File: config.mk
export PLATFORM = sky130hd
export DESIGN_NAME = fft_frame_scheduler
export DESIGN_NICKNAME = d
export VERILOG_FILES = /design/src/rtl/fft_frame_scheduler_pkg.sv /design/src/rtl/fft_frame_scheduler_sat_counter.sv /design/src/rtl/fft_frame_scheduler.sv
export SDC_FILE = /design/constraint.sdc
export NUM_CORES = 1
export LEC_CHECK = 0
export BUFFER_PORTS_ARGS = -buffer_cell sky130_fd_sc_hd__buf_2
export CAP_MARGIN = 10
export CORE_ASPECT_RATIO = 1.2
export CORE_MARGIN = 3
export CORE_UTILIZATION = 53
export DETAILED_ROUTE_END_ITERATION = 16
export PLACE_DENSITY = 0.77
export SYNTH_ARGS = -nofsm -noshare
export SYNTH_HDL_FRONTEND = slang
export SYNTH_SLANG_ARGS = --single-unit
File: constraint.sdc
create_clock -name clk_104mhz -period 2.4 [get_ports clk_104mhz]
set_input_delay 0.24 -clock clk_104mhz [delete_from_list [all_inputs] [get_ports clk_104mhz]]
set_output_delay 0.24 -clock clk_104mhz [all_outputs]
set_load 0.1 [all_outputs]
File: src/rtl/fft_frame_scheduler_pkg.sv
// fft_sched_pkg: shared types and constants for the FFT frame scheduler.
//   state_t     - scheduler FSM state, 3-bit encoding exported on state_o
//   OVERRUN_MAX - saturation ceiling of the dropped-hop counter
//   ERROR_MAX   - saturation ceiling of the aborted-frame counter
package fft_sched_pkg;

  typedef enum logic [2:0] {
    ST_FILL      = 3'd0,
    ST_WAIT      = 3'd1,
    ST_SEND      = 3'd2,
    ST_TRANSFORM = 3'd3,
    ST_ANALYZE   = 3'd4,
    ST_ERROR     = 3'd5
  } state_t;

  localparam logic [7:0] OVERRUN_MAX = 8'hFF;
  localparam logic [7:0] ERROR_MAX   = 8'hFF;

endpackage

File: src/rtl/fft_frame_scheduler_sat_counter.sv
// sat_counter: up-counter that stops at LIMIT, with synchronous clear.
//   clk       - clock
//   rst_n     - asynchronous active-low reset, loads RESET_VAL
//   inc       - count up by one unless already at LIMIT
//   clr       - synchronous clear to zero, wins over inc
//   count     - current count
module sat_counter #(
  parameter int               WIDTH     = 8,
  parameter logic [WIDTH-1:0] LIMIT     = '1,
  parameter logic [WIDTH-1:0] RESET_VAL = '0
) (
  input  logic             clk,
  input  logic             rst_n,
  input  logic             inc,
  input  logic             clr,
  output logic [WIDTH-1:0] count
);

  always_ff @(posedge clk or negedge rst_n) begin
    if (!rst_n) begin
      count <= RESET_VAL;
    end else if (clr) begin
      count <= '0;
    end else if (inc && (count != LIMIT)) begin
      count <= count + 1'b1;
    end
  end

endmodule

File: src/rtl/fft_frame_scheduler.sv
// fft_frame_scheduler: hop-driven sequencer for the audio FFT datapath.
// A frame starts once the frame buffer has been filled, a hop of new
// samples has arrived and the minimum start-to-start period has elapsed.
// Each stage is followed through handshake snoops and guarded by a
// per-state watchdog.
//   clk_104mhz    - system clock
//   rst_n         - asynchronous active-low reset
//   enable        - allow new frames (an in-flight frame always completes)
//   sample_we     - one pulse per sample written to the frame BRAM
//   frame_tvalid/frame_tready/frame_tlast - streamer-to-FFT AXIS snoop
//   last_missing  - FFT core framing error pulse
//   mag_tvalid/mag_tlast - magnitude stream snoop
//   sampler_done  - peak search complete pulse
//   fft_start     - start pulse to the streamer
//   sampler_start - start pulse to the peak sampler
//   fft_abort     - pulse while recovering from an error
//   result_valid  - pulse when a frame's peak index is ready
//   busy          - high while a frame is in flight
//   state_o       - current FSM state
//   frames_done   - completed frames (wrapping)
//   overrun_cnt   - dropped hops (saturating)
//   error_cnt     - aborted frames (saturating)
module fft_frame_scheduler
  import fft_sched_pkg::*;
#(
  parameter int FRAME_LEN      = 4096,
  parameter int HOP_SAMPLES    = 1024,
  parameter int MIN_PERIOD     = 1_733_333,
  parameter int TIMEOUT_CYCLES = 2_000_000
) (
  input  logic        clk_104mhz,
  input  logic        rst_n,
  input  logic        enable,
  input  logic        sample_we,
  input  logic        frame_tvalid,
  input  logic        frame_tready,
  input  logic        frame_tlast,
  input  logic        last_missing,
  input  logic        mag_tvalid,
  input  logic        mag_tlast,
  input  logic        sampler_done,
  output logic        fft_start,
  output logic        sampler_start,
  output logic        fft_abort,
  output logic        result_valid,
  output logic        busy,
  output logic [2:0]  state_o,
  output logic [15:0] frames_done,
  output logic [7:0]  overrun_cnt,
  output logic [7:0]  error_cnt
);

  localparam int FW = $clog2(FRAME_LEN + 1);
  localparam int HW = (HOP_SAMPLES > 1) ? $clog2(HOP_SAMPLES) : 1;
  localparam int PW = (MIN_PERIOD > 1) ? $clog2(MIN_PERIOD) : 1;
  localparam int WW = (TIMEOUT_CYCLES > 1) ? $clog2(TIMEOUT_CYCLES) : 1;

  localparam logic [FW-1:0] FILL_FULL = FW'(FRAME_LEN);
  localparam logic [HW-1:0] HOP_LAST  = HW'(HOP_SAMPLES - 1);
  localparam logic [PW-1:0] PER_LAST  = PW'(MIN_PERIOD - 1);
  localparam logic [WW-1:0] WD_LAST   = WW'(TIMEOUT_CYCLES - 1);

  state_t        state;
  logic [FW-1:0] fill_cnt;
  logic [HW-1:0] hop_cnt;
  logic          hop_pending;
  logic [PW-1:0] per_cnt;
  logic [WW-1:0] wd_cnt;

  logic fill_ok;
  logic per_ok;
  logic hop_wrap;
  logic hop_consume;
  logic overrun_evt;
  logic start_go;
  logic active;
  logic err_go;

  assign fill_ok  = (fill_cnt == FILL_FULL);
  assign per_ok   = (per_cnt == PER_LAST);
  assign hop_wrap = fill_ok && sample_we && (hop_cnt == HOP_LAST);
  assign start_go = (state == ST_WAIT) && enable && hop_pending && per_ok;
  assign active   = (state == ST_SEND) || (state == ST_TRANSFORM) ||
                    (state == ST_ANALYZE);

  // A framing error from the FFT core or an expired watchdog both pre-empt
  // whatever handshake the current state was waiting for.
  assign err_go = (((state == ST_SEND) || (state == ST_TRANSFORM)) && last_missing) ||
                  (active && (wd_cnt == WD_LAST));

  // A pending hop is used up by a frame start, and discarded by error recovery
  // so a stale hop cannot immediately restart a frame that just failed.
  assign hop_consume = start_go || (state == ST_ERROR);
  assign overrun_evt = hop_wrap && hop_pending && !hop_consume;

  sat_counter #(.WIDTH(FW), .LIMIT(FILL_FULL), .RESET_VAL('0)) u_fill_cnt (
    .clk   (clk_104mhz),
    .rst_n (rst_n),
    .inc   (sample_we),
    .clr   (1'b0),
    .count (fill_cnt)
  );

  // Preset to its ceiling so the very first frame is not held back.
  sat_counter #(.WIDTH(PW), .LIMIT(PER_LAST), .RESET_VAL(PER_LAST)) u_per_cnt (
    .clk   (clk_104mhz),
    .rst_n (rst_n),
    .inc   (1'b1),
    .clr   (start_go),
    .count (per_cnt)
  );

  sat_counter #(.WIDTH(8), .LIMIT(OVERRUN_MAX), .RESET_VAL(8'd0)) u_overrun_cnt (
    .clk   (clk_104mhz),
    .rst_n (rst_n),
    .inc   (overrun_evt),
    .clr   (1'b0),
    .count (overrun_cnt)
  );

  sat_counter #(.WIDTH(8), .LIMIT(ERROR_MAX), .RESET_VAL(8'd0)) u_error_cnt (
    .clk   (clk_104mhz),
    .rst_n (rst_n),
    .inc   (err_go),
    .clr   (1'b0),
    .count (error_cnt)
  );

  // Hop tracking only begins once the buffer holds a full frame. A new hop
  // landing in the same cycle a frame consumes the old one keeps the flag set.
  always_ff @(posedge clk_104mhz or negedge rst_n) begin
    if (!rst_n) begin
      hop_cnt     <= '0;
      hop_pending <= 1'b0;
    end else begin
      if (fill_ok && sample_we) begin
        hop_cnt <= hop_wrap ? '0 : hop_cnt + 1'b1;
      end
      if (hop_wrap) begin
        hop_pending <= 1'b1;
      end else if (hop_consume) begin
        hop_pending <= 1'b0;
      end
    end
  end

  // Scheduler FSM. Pulse outputs default low each cycle; the watchdog count
  // restarts on every transition.
  always_ff @(posedge clk_104mhz or negedge rst_n) begin
    if (!rst_n) begin
      state         <= ST_FILL;
      fft_start     <= 1'b0;
      sampler_start <= 1'b0;
      fft_abort     <= 1'b0;
      result_valid  <= 1'b0;
      busy          <= 1'b0;
      frames_done   <= '0;
      wd_cnt        <= '0;
    end else begin
      fft_start     <= 1'b0;
      sampler_start <= 1'b0;
      fft_abort     <= 1'b0;
      result_valid  <= 1'b0;
      if (wd_cnt != WD_LAST) begin
        wd_cnt <= wd_cnt + 1'b1;
      end

      if (err_go) begin
        state     <= ST_ERROR;
        fft_abort <= 1'b1;
        busy      <= 1'b0;
        wd_cnt    <= '0;
      end else begin
        case (state)
          ST_FILL: begin
            if (fill_ok) begin
              state  <= ST_WAIT;
              wd_cnt <= '0;
            end
          end
          ST_WAIT: begin
            if (start_go) begin
              state     <= ST_SEND;
              fft_start <= 1'b1;
              busy      <= 1'b1;
              wd_cnt    <= '0;
            end
          end
          ST_SEND: begin
            if (frame_tvalid && frame_tready && frame_tlast) begin
              state  <= ST_TRANSFORM;
              wd_cnt <= '0;
            end
          end
          ST_TRANSFORM: begin
            if (mag_tvalid && mag_tlast) begin
              state         <= ST_ANALYZE;
              sampler_start <= 1'b1;
              wd_cnt        <= '0;
            end
          end
          ST_ANALYZE: begin
            if (sampler_done) begin
              state        <= ST_WAIT;
              result_valid <= 1'b1;
              frames_done  <= frames_done + 1'b1;
              busy         <= 1'b0;
              wd_cnt       <= '0;
            end
          end
          ST_ERROR: begin
            state  <= ST_WAIT;
            wd_cnt <= '0;
          end
          default: begin
            state  <= ST_FILL;
            busy   <= 1'b0;
            wd_cnt <= '0;
          end
        endcase
      end
    end
  end

  assign state_o = state;

endmodule
# Yosys cells after proc, flatten, opt, wreduce, memory -nomap -nowiden
# Cells that the tools add are included.
[classes]
n_addsub = 7
eq_ne = 20
n_mux = 34
n_bitwise = 1
n_reduce_logical = 27
[ops]
columns = ["operator", "count"]
rows = [
  ["$mux W21", 9],
  ["$pmux W21 S5", 1],
  ["$add A21 B1 Y21 const B", 2],
  ["$eq A21 B21 Y1 const B", 2],
  ["$ne A21 B21 Y1 const B", 2],
  ["$mux W3", 6],
  ["$pmux W3 S6", 1],
  ["$add A16 B1 Y16 const B", 1],
  ["$add A8 B1 Y8 const B", 2],
  ["$ne A8 B8 Y1 const B", 2],
  ["$logic_and A1 B1 Y1", 15],
  ["$mux W1", 15],
  ["$add A13 B1 Y13 const B", 1],
  ["$eq A13 B13 Y1 const B", 1],
  ["$ne A13 B13 Y1 const B", 1],
  ["$add A10 B1 Y10 const B", 1],
  ["$eq A10 B10 Y1 const B", 1],
  ["$mux W10", 1],
  ["$ne A3 B2 Y1 const B", 3],
  ["$eq A3 B2 Y1 const B", 2],
  ["$eq A3 B3 Y1 const B", 2],
  ["$ne A3 B1 Y1 const B", 2],
  ["$reduce_and A3 Y1", 2],
  ["$reduce_and A5 Y1", 1],
  ["other kinds (9)", 13],
]
[word_totals]
ff_bits = 106

# Logic depth before layout (Yosys ltp)
# Gate-level depths: netlist of run 1.
[depth]
ltp_word = 8
depth_mapped = 9

# By module
# From an unflattened synthesis of run 1, not the netlist that was laid out.
[hier_totals]
cells_unflattened = 585
hier_area_um2 = 5710.5
[by_module_without_submodules]
columns = ["mod", "n_inst", "cells_per_inst", "area_per_inst_um2"]
rows = [
  ["fft_frame_scheduler", 1, 291, 2891.5],
  ["sat_counter (u_per_cnt)", 1, 126, 1199.9],
  ["sat_counter (u_error_cnt ...)", 2, 49, 464.2],
  ["sat_counter (u_fill_cnt)", 1, 70, 690.7],
]

# Worst setup path before layout of run 1
# Ideal clock, no wire load.
[synth_timing]
kind = "register -> register"
from = "register state[2] (netlist: state_o[2])"
to = "register frames_done[9]"
setup_ps = 158
arrival_ps = 2463
required_ps = 2242
slack_ps = -221
stages_incl_launch_ff = 6
path_buffers = 0
synth_period_minus_slack_ps = 2621
path_cell_list = "dfrtp_1 -> nor2b_1 -> nand3_1 -> a2111oi_1 -> nand4_1 -> xnor2_1"
[synth_between]
elab_chain_len = 7
elab_cells_between_ends = 10
cone_classes = "eq/ne: 3; bitwise: 1; reduce/logical: 6"
[synth_lines]
columns = ["item", "line", "rtl"]
rows = [
  ["start, declared", "fft_frame_scheduler.sv:63", "state_t state;"],
  ["start signal, assigned", "fft_frame_scheduler.sv:151", "state <= ST_FILL;"],
  ["start signal, assigned", "fft_frame_scheduler.sv:169", "state <= ST_ERROR;"],
  ["start signal, assigned", "fft_frame_scheduler.sv:177", "state <= ST_WAIT;"],
  ["$eq A3 B2 Y1", "fft_frame_scheduler.sv:83, fft_frame_scheduler.sv:88", ""],
  ["$logic_or A1 B1 Y1", "fft_frame_scheduler.sv:83, fft_frame_scheduler.sv:88", ""],
  ["$logic_or A1 B1 Y1", "fft_frame_scheduler.sv:83", "assign active = (state == ST_SEND) || (state == ST_TRANSFORM) ||"],
  ["$logic_and A1 B1 Y1", "fft_frame_scheduler.sv:89", "(active && (wd_cnt == WD_LAST));"],
  ["$logic_or A1 B1 Y1", "fft_frame_scheduler.sv:88", "assign err_go = (((state == ST_SEND) || (state == ST_TRANSFORM)) && last_missing) ||"],
  ["$not A1 Y1 (no source line)", "n/a", ""],
  ["$reduce_and A3 Y1 (no source line) *", "n/a", ""],
  ["end signal, assigned", "fft_frame_scheduler.sv:206", "frames_done <= frames_done + 1'b1;"],
  ["end, declared", "fft_frame_scheduler.sv:48", "output logic [15:0] frames_done,"],
]
# Every way passes the cells marked *; elsewhere a longest branch is shown, timed or not.
# A chain may end at the register's enable or synchronous reset.

# Final worst setup path of run 1
[layout_timing]
from = "register wd_cnt[7]"
to = "register u_error_cnt.count[7]"
[layout_between]
elab_chain_len = 4
[layout_lines]
columns = ["item", "line", "rtl"]
rows = [
  ["start, declared", "fft_frame_scheduler.sv:68", "logic [WW-1:0] wd_cnt;"],
  ["start signal, assigned", "fft_frame_scheduler.sv:165", "wd_cnt <= wd_cnt + 1'b1;"],
  ["$eq A21 B21 Y1", "fft_frame_scheduler.sv:89", ""],
  ["$logic_and A1 B1 Y1", "fft_frame_scheduler.sv:89", ""],
  ["$logic_or A1 B1 Y1", "fft_frame_scheduler.sv:88", ""],
  ["$logic_and A1 B1 Y1", "fft_frame_scheduler_sat_counter.sv:24", "end else if (inc && (count != LIMIT)) begin"],
  ["end signal, assigned", "fft_frame_scheduler_sat_counter.sv:25", "count <= count + 1'b1;"],
  ["end, declared", "fft_frame_scheduler_sat_counter.sv:16", "output logic [WIDTH-1:0] count"],
]
# No other way between the ends.

==> results of run 1 <==
## stage by stage
step | util | hold WS (ns) | power, mW
floorplan | - | -0.0556 | 2.06
global placement | 0.604 | 0.353 | 2.15
detailed placement | 0.604 | 0.360 | 2.16
CTS | 0.637 | 0.157 | 3.62
global route | 0.640 | 0.182 | 3.74
finish | 0.640 | 0.183 | 3.60
## placed cells by master, fill, tap and decap left out, drive strengths merged, types with 12 or more instances in the layout
cell and count:
dfrtp 95, nand2 44, nand3 38, nor3 29
xor2 29, nor4 13, nor2 26, nand4 21
xnor2 41, buf 71, inv 13, o21ai 12
clkbuf 15, and3 21
## cell families (layout without fill, tap and decap cells)
family                     after synthesis  after routing  share of synthesized area
and+or+nand+nor                        223            223                      0.245
DFF                                    106            106                      0.509
xor gates and xnor gates                70             70                      0.117
AOI/OAI and AO/OA                       52             52                     0.0732
buffers and inverters                   25            101                     0.0189
adders and majority gates                9              9                     0.0215
muxes                                    7              7                     0.0146
## power by group through the flow
stage	clock (mW)	sequential (mW)	combinational, mW
final	1.47	1.90	0.226
after global routing	1.57	1.91	0.257
after CTS	1.49	1.90	0.230
after detailed placement	0	1.93	0.227
after global placement	0	1.93	0.221
after floorplan	0	1.93	0.135
## final timing paths
path,startpoint,endpoint,slack [ns],cells after the start
max,wd_cnt[7],u_error_cnt.count[7],0.11,5
min,last_missing,sampler_start,0.18,2
max reg2reg,wd_cnt[7],u_error_cnt.count[7],0.11,5
min reg2reg,frames_done[15],frames_done[15],0.48,1
max in group asynchronous,rst_n,u_per_cnt.count[17],1.48,3
min in group asynchronous,rst_n,hop_cnt[8],0.50,3
## state kept, by name, summed over array words and instances (netlist names)
| register | flops |
|---|---|
| wd_cnt | 21 |
| fft_start | 1 |
| busy | 1 |
| u_overrun_cnt.count | 8 |
| hop_cnt | 10 |
| sampler_start | 1 |
| fft_abort | 1 |
| state_o | 3 |
| hop_pending | 1 |
| u_error_cnt.count | 8 |
| u_per_cnt.count | 21 |
| frames_done | 16 |
| result_valid | 1 |
| u_fill_cnt.count | 13 |
## routing by layer
metal	vias up	part of all wire	global-route usage	routed length [µm]
met5	-	0	0	0
met4	0	0.018	0.0777	197
met3	19	0.034	0.0364	374
met2	92	0.50	0.355	5620
met1	2039	0.44	0.265	4960
li1	1922	-	-	-
## layout make-up
| class | instances | share of cell area |
|---|---|---|
| tap | 123 | 0.0252 |
| clock inverter | 1 | 0.000818 |
| inverter | 13 | 0.00838 |
| sequential | 106 | 0.436 |
| timing repair buffer | 72 | 0.0734 |
| clock buffer | 15 | 0.0487 |
| multi-input combinational | 361 | 0.407 |
## what timing repair did
action | in CTS | in global routing
resized for setup | 0 | 6
buffers inserted | 0 | 0
hold buffers | 1 | 0
endpoints found under the setup margin | 0 | 27
endpoints found under the hold margin | 66 | 0
## critical path: stages, from the launching register on
cell	delay, ns
dfrtp_1	0.40
or4_4	0.56
nor4_4	0.30
o211ai_2	0.25
o41ai_1	0.47
o41ai_1	0.17
==> results.json, run 1 <==
{
  "numPortBuffers": 50,
  "final_cells": 691,
  "drt_iter0_drc": 256,
  "synth_top_area_share": 0.454,
  "crit_arrival_ns": 2.49,
  "final_nets": 583,
  "hold_viol": 0,
  "place.detailed.hpwl_um": 7760,
  "cts_made_buffers": 9,
  "root_buffer": "clkbuf_16",
  "ys_ff_latch": 106,
  "ys_seq_area_frac": 0.509,
  "synth.distinct_cells": 64,
  "wl_per_cell_um": 16.1,
  "multi_input_area_um2": 2490,
  "drc": 0,
  "ir_drop_mv": 0.493,
  "clock_latency_ns": 0.34,
  "dp.cells": 674,
  "rsz0062_at_grt": "no",
  "intPower_mw": 2.79,
  "finish.instance_area_um2": 6120,
  "grt_max_degree": 107,
  "place_area_um2": 5780,
  "fin_tns_setup_ns": 0,
  "grt_usage": 0.207,
  "worst_slew_pin_slew_ns": 0.890,
  "maxSlewViolCount": 0,
  "p_clk_frac": 0.408,
  "worst_slack_ns": 0.111,
  "relSlewSlack": 0.407,
  "clock_sinks": 106,
  "sw_frac_of_total": 0.225,
  "fin_crit_ns": 2.29,
  "overflow": 0,
  "dp_slack_ns": 0.0652,
  "path_class": "reg2reg",
  "synth_edf_count": 0,
  "required_ns": 2.60,
  "clockBufferDepth": 2,
  "avgSynthCellArea_um2": 10.6,
  "crit_fanout": 10,
  "fin_crit_sh": 0.954,
  "setup_viol": 0,
  "synth_nets": 512,
  "n_fill_cell": 776,
  "first_pass_iters": 4,
  "start_util": 0.547,
  "p_switching_mw": 0.808,
  "synthMostInstantiatedCell": "dfrtp_1",
  "place.gp.congestion": 0.867,
  "grt_pass1_wl_um": 19000,
  "rows": 39,
  "hold_class": "in2reg",
  "route.vias.total": 4072,
  "cap_violations": 0,
  "antenna_found_initial": 0,
  "drive_gt1_frac": 0.231,
  "ant_nets": 0,
  "fmax_mhz": 437,
  "syn_to_final_growth_pct": 16.9,
  "worst_setup_path_start_kind": "register",
  "core_um2": 9560,
  "drt-vias-per-instance": 5.89,
  "worst_setup_path_end_kind": "register",
  "insertedDiodeCount": 0,
  "power.leakage_nw": 2.93,
  "synthTopCellsByCount": "95 x dfrtp_1, 43 x nand2_1, 41 x xnor2_1, 38 x nand3_1, 29 x xor2_1",
  "skew_ns": 0.00717,
  "die-height_um": 115,
  "yosys_warnings": 0,
  "cts_tree": "built",
  "seqCellArea_um2": 2670,
  "synthArstFlopShare": 1.00,
  "path_clk_slew_ns": 0.07,
  "htreeDepth": 3,
  "die_w_um": 96.7,
  "p_per_area_nw_per_um2": 588,
  "io_pins": 51,
  "postSynthCellCount": 492,
  "synth_top_area_cell": "dfrtp_1",
  "grt_pass1_vias": 4044,
  "status": "finished, final reports clean",
  "p_seq_frac": 0.529,
  "synth_area_um2": 5230,
  "wl_um": 11200,
  "dieArea_um2": 11100,
  "synth_ff_type": "dfrtp_1",
  "comb_power_share": 0.063,
  "ys_top_cells_by_area": "dfrtp_1 45%, xnor2_1 6.9%, dfstp_2 5.5%"
}
Note: power is estimated with default switching activity, not from simulation.
==> inputs of run 2 (changes only) <==
--- a/config.mk
+++ b/config.mk
@@ -5,12 +5,12 @@
 export SDC_FILE = /design/constraint.sdc
 export NUM_CORES = 1
 export LEC_CHECK = 0
-export BUFFER_PORTS_ARGS = -buffer_cell sky130_fd_sc_hd__buf_2
 export CAP_MARGIN = 10
 export CORE_ASPECT_RATIO = 1.2
 export CORE_MARGIN = 3
-export CORE_UTILIZATION = 53
+export CORE_UTILIZATION = 57
 export DETAILED_ROUTE_END_ITERATION = 16
+export DONT_BUFFER_PORTS = 1
 export PLACE_DENSITY = 0.77
 export SYNTH_ARGS = -nofsm -noshare
 export SYNTH_HDL_FRONTEND = slang
==> run 2 against run 1 <==
Effect of this change: the run now ends with negative hold slack left; register-to-register slack hardly changed; first-iteration DRC count is 10% higher; clock power is 23% lower; power is 11% lower; highest routed layer unchanged.
==> results.json, run 2 (synthesis results as in run 1) <==
{
  "status": "complete, but fails checks",
  "violations": "negative hold slack",
  "setup.worst_path.start": "u_per_cnt.count[14]",
  "ant_nets": 0,
  "worst_setup_path_start_kind": "register",
  "mostFrequentLayoutCells": "93 x dfrtp_1, 54 x buf_4, 43 x nand2_1",
  "fin_crit_sh": 0.953,
  "crit_fanout": 8,
  "skew_ns": 0.0101,
  "worst_slack_ns": 0.113,
  "intPower_mw": 2.44,
  "antenna_found_initial": 0,
  "whs_ns": -0.456,
  "ir_drop_mv": 0.489,
  "fin_tns_setup_ns": 0,
  "place.detailed.hpwl_um": 7810,
  "drt_iter0_drc": 282,
  "path_class": "reg2reg",
  "crit_arrival_ns": 2.54,
  "drt-vias-per-instance": 5.94,
  "overflow": 0,
  "wl_um": 10900,
  "path_clk_slew_ns": 0.10,
  "r2r_slack_ns": 0.11,
  "cts_tree": "built",
  "top_regs": "u_per_cnt.count x21, wd_cnt x21, frames_done x16",
  "setup_viol": 0,
  "syn_to_final_growth_pct": 14.6,
  "grt_pass1_vias": 4017,
  "comb_power_share": 0.054,
  "fmax_mhz": 437,
  "p_seq_frac": 0.593,
  "worst_slew_pin_slew_ns": 0.916,
  "grt_pass1_wl_um": 18800,
  "clockBufferDepth": 2,
  "worstRegToRegCells": 7,
  "power.leakage_nw": 2.80,
  "cap_violations": 0,
  "hold_class": "in2async",
  "root_buffer": "clkbuf_8",
  "drc": 0,
  "place.gp.congestion": 0.847,
  "io_pins": 51,
  "p_switching_mw": 0.760,
  "numPortBuffers": 0,
  "route.vias.total": 3977,
  "fin_crit_ns": 2.29,
  "p_per_area_nw_per_um2": 534,
  "worst_setup_path_end_kind": "register",
  "first_pass_iters": 4,
  "cts_hold_buf": 1,
  "final_util": 0.685,
  "crit_path_end": "u_overrun_cnt.count[7]",
  "rsz0062_at_grt": "no",
  "relSlewSlack": 0.389,
  "grt_max_degree": 107,
  "hold_viol": 106,
  "dp_slack_ns": 0.00509,
  "r2r_end": "u_overrun_cnt.count[7]",
  "total_power_mw": 3.20,
  "required_ns": 2.66,
  "die_w_um": 93.5,
  "dieArea_um2": 10400,
  "p_clk_frac": 0.353,
  "wl_per_cell_um": 16.3,
  "final_common_cell": "dfrtp_1",
  "sw_frac_of_total": 0.237,
  "insertedDiodeCount": 0,
  "final_nets": 567,
  "r2r_start": "u_per_cnt.count[14]",
  "cts_made_buffers": 9,
  "drive_gt1_frac": 0.210,
  "core_um2": 8750,
  "clock_sinks": 106,
  "clock_latency_ns": 0.38,
  "grt_usage": 0.225,
  "htreeDepth": 3,
  "rows": 37,
  "die-height_um": 111,
  "maxSlewViolCount": 0,
  "start_util": 0.598
}
-- run 2: how the worst min path moves through the flow --
| stage | cells past startpoint | slack [ns] | endpoint | startpoint |
|---|---|---|---|---|
| 3_5_place_dp | 0 | -0.05 | wd_cnt[9] | rst_n |
| 4_1_cts | 0 | -0.47 | wd_cnt[9] | rst_n |
| 3_3_place_gp | 0 | -0.05 | wd_cnt[14] | rst_n |
| 5_1_grt | 0 | -0.48 | wd_cnt[14] | rst_n |
| 2_1_floorplan | 0 | -0.06 | busy | rst_n |
| 6_report | 0 | -0.46 | u_error_cnt.count[1] | rst_n |
-- run 2: timing repair --
item,CTS,global route
setup buffers,0,2
endpoints found under the setup margin,1,11
gates resized for setup,1,6
endpoints found under the hold margin,107,106
pin swaps,0,2
-- run 2: power by group through the flow --
stage	Sequential, mW	Clock [mW]	Combinational, mW
3_5_place_dp	1.94	0	0.174
4_1_cts	1.90	1.14	0.177
2_1_floorplan	1.93	0	0.135
3_3_place_gp	1.93	0	0.164
5_1_grt	1.91	1.23	0.199
6_report	1.90	1.13	0.172
-- run 2: metal layers --
| metal | track usage | routed length (µm) | vias up | share of wire |
|---|---|---|---|---|
| li1 | - | - | 1889 | - |
| met1 | 0.291 | 4680 | 1974 | 0.43 |
| met2 | 0.365 | 5460 | 97 | 0.50 |
| met3 | 0.0509 | 565 | 17 | 0.052 |
| met4 | 0.0870 | 202 | 0 | 0.019 |
| met5 | 0 | 0 | - | 0 |
-- run 2: final cells by class --
type | instances | area [µm²]
inverter | 13 | 53.8
sequential | 106 | 2670
multi-input combinational | 361 | 2490
clock buffer | 10 | 138
timing repair buffer | 56 | 435
tap | 117 | 146
fill | 650 | 2750
clock inverter | 6 | 65.1
-- run 2: worst max-delay path: stages, from the launching register on --
cell and delay [ns]:
dfstp_2 0.56, nand2_1 0.08, or4_1 0.56, or3_4 0.45
inv_4 0.12, buf_4 0.16, nor4_1 0.07, xor2_1 0.17
-- run 2: per-stage QoR --
stage / cell area [µm²] / instances / hold slack (ns)
5_1_grt: 6000 / 669 / -0.479
3_3_place_gp: 5750 / 650 / -0.0511
6_report: 6000 / 669 / -0.456
3_5_place_dp: 5750 / 650 / -0.0512
4_1_cts: 5970 / 667 / -0.469
2_1_floorplan: 5240 / 492 / -0.0556
==> inputs of run 3 (changes only) <==
--- a/config.mk
+++ b/config.mk
@@ -5,13 +5,14 @@
 export SDC_FILE = /design/constraint.sdc
 export NUM_CORES = 1
 export LEC_CHECK = 0
+export ABC_AREA = 1
 export CAP_MARGIN = 10
 export CORE_ASPECT_RATIO = 1.2
 export CORE_MARGIN = 3
-export CORE_UTILIZATION = 57
+export CORE_UTILIZATION = 58
 export DETAILED_ROUTE_END_ITERATION = 16
 export DONT_BUFFER_PORTS = 1
-export PLACE_DENSITY = 0.77
+export PLACE_DENSITY = 0.78
 export SYNTH_ARGS = -nofsm -noshare
 export SYNTH_HDL_FRONTEND = slang
 export SYNTH_SLANG_ARGS = --single-unit
==> run 3 against run 2 <==
Effect of this change: the run still ends with negative hold slack left; fmax is 12% higher; clock power is 35% higher; design area is 13% higher; area after synthesis is 17% higher; register-to-register slack better by 0.25 ns; count of clock-buffer cells in the layout stayed put; power is 17% higher; cell count is 40% higher; critical path depth is 5 higher; worst hold slack better by 0.030 ns; critical endpoint is now frames_done[11]; highest routed layer unchanged.
==> results.json, run 3 <==
{
  "status": "complete, but fails checks",
  "violations": "negative hold slack",
  "final_cells": 938,
  "clock_sinks": 106,
  "postSynthCellCount": 767,
  "cts_made_buffers": 9,
  "root_buffer": "clkbuf_16",
  "fin_crit_sh": 0.849,
  "total_power_mw": 3.74,
  "final_util": 0.668,
  "ys_seq_area_frac": 0.434,
  "ir_drop_mv": 0.269,
  "wl_um": 13100,
  "final_nets": 827,
  "htreeDepth": 3,
  "worst_slack_ns": 0.362,
  "first_pass_iters": 5,
  "top_regs": "u_per_cnt.count x21, wd_cnt x21, frames_done x16",
  "dp.cells": 922,
  "route.vias.total": 5098,
  "drive_gt1_frac": 0.158,
  "setup_viol": 0,
  "path_clk_slew_ns": 0.07,
  "synth_top_area_share": 0.387,
  "synth_area_um2": 6150,
  "synth_edf_count": 0,
  "avgSynthCellArea_um2": 8.01,
  "drt-vias-per-instance": 5.43,
  "relSlewSlack": 0.421,
  "core_um2": 10200,
  "worst_setup_path_end_kind": "register",
  "synthMostInstantiatedCell": "nand2_1",
  "place.detailed.hpwl_um": 9370,
  "insertedDiodeCount": 0,
  "cap_violations": 0,
  "grt_max_degree": 107,
  "drc": 0,
  "cts_tree": "built",
  "place.gp.congestion": 0.935,
  "syn_to_final_growth_pct": 10.5,
  "clockBufferDepth": 2,
  "dp_slack_ns": 0.387,
  "antenna_found_initial": 0,
  "rows": 40,
  "synth_ff_type": "dfrtp_1",
  "power.leakage_nw": 3.33,
  "worst_slew_pin_slew_ns": 0.868,
  "finish.instance_area_um2": 6790,
  "mostFrequentLayoutCells": "182 x nand2_1, 95 x dfrtp_1, 85 x inv_1",
  "die_w_um": 100,
  "fin_tns_setup_ns": 0,
  "maxSlewViolCount": 0,
  "io_pins": 51,
  "synth.distinct_cells": 33,
  "skew_ns": 0.00961,
  "multi_input_area_um2": 3050,
  "final_common_cell": "nand2_1",
  "die-height_um": 119,
  "n_fill_cell": 811,
  "whs_ns": -0.426,
  "place_area_um2": 6480,
  "fin_crit_ns": 2.04,
  "synth_nets": 787,
  "rsz0062_at_grt": "no",
  "fmax_mhz": 491,
  "numPortBuffers": 0,
  "post_cts_resized": 0,
  "wl_per_cell_um": 13.9,
  "crit_fanout": 20,
  "hold_class": "in2async",
  "path_class": "reg2reg",
  "dieArea_um2": 11900,
  "post-cts-setup-buffers": 0,
  "ys_ff_latch": 106,
  "synthArstFlopShare": 1.00,
  "p_per_area_nw_per_um2": 552,
  "hold_viol": 106,
  "yosys_warnings": 0,
  "synthTopCellsByCount": "182 x nand2_1, 95 x dfrtp_1, 85 x inv_1, 80 x nor2_1, 67 x nand3_1",
  "overflow": 0,
  "clock_latency_ns": 0.36,
  "worst_setup_path_start_kind": "register",
  "drt_iter0_drc": 289,
  "required_ns": 2.67,
  "start_util": 0.605,
  "grt_pass1_vias": 5135,
  "ant_nets": 0,
  "synth_top_area_cell": "dfrtp_1",
  "crit_arrival_ns": 2.31,
  "grt_pass1_wl_um": 23100,
  "seqCellArea_um2": 2670,
  "grt_usage": 0.236,
  "ys_top_cells_by_area": "dfrtp_1 39%, nand2_1 11%, xor2_1 6.7%"
}
run 3: power breakdown:
| part | switching (mW) | internal [mW] | total (mW) |
|---|---|---|---|
| Combinational | 0.208 | 0.0980 | 0.306 |
| Sequential | 0.0744 | 1.85 | 1.92 |
| Clock | 0.678 | 0.838 | 1.52 |
| Total | 0.960 | 2.78 | 3.74 |
run 3: final timing paths:
| path | end | cells past startpoint | from | slack (ns) |
|---|---|---|---|---|
| setup / recovery | frames_done[11] | 12 | wd_cnt[0] | 0.36 |
| hold / removal | u_per_cnt.count[10] | 0 | rst_n | -0.43 |
| setup reg to reg | frames_done[11] | 12 | wd_cnt[0] | 0.36 |
| hold reg to reg | u_fill_cnt.count[10] | 1 | u_fill_cnt.count[10] | 0.49 |
| max in group asynchronous | u_per_cnt.count[20] | 0 | rst_n | 2.53 |
| min in group clk_104mhz | sampler_start | 2 | mag_tlast | 0.12 |
run 3: kinds of logic after synthesis:
kind of cell / count (synthesis) / synth area share
fa+ha+maj: 9 / 0.0183
compound gates: 53 / 0.0483
flops: 106 / 0.434
buf+inv: 96 / 0.0698
simple gates: 438 / 0.337
xor+xnor: 65 / 0.0926
run 3: routing by layer:
layer | up-vias | share of wire | GRT usage
met5 | - | 0 | 0
met4 | 0 | 0.022 | 0.0876
met3 | 29 | 0.038 | 0.0443
met2 | 115 | 0.52 | 0.399
met1 | 2427 | 0.42 | 0.298
li1 | 2527 | - | -
run 3: cell type report:
class	instances	share of cell area
Clock buffer	10	0.0352
Clock inverter	6	0.00977
Inverter	89	0.0499
Multi-Input combinational cell	565	0.449
Sequential cell	106	0.393
Tap cell	126	0.0232
Timing Repair Buffer	36	0.0398
run 3: worst max-delay path, cell delays in order (launching register included):
cell and delay, ns:
dfrtp_1 0.42, ha_1 0.24, nand2_1 0.13, inv_1 0.09, nand2_2 0.09, nor2_4 0.04, nand2_4 0.09, nand2_4 0.07
nand2_8 0.11, nand2_4 0.12, inv_2 0.39, nand2_2 0.09, o21ai_2 0.07
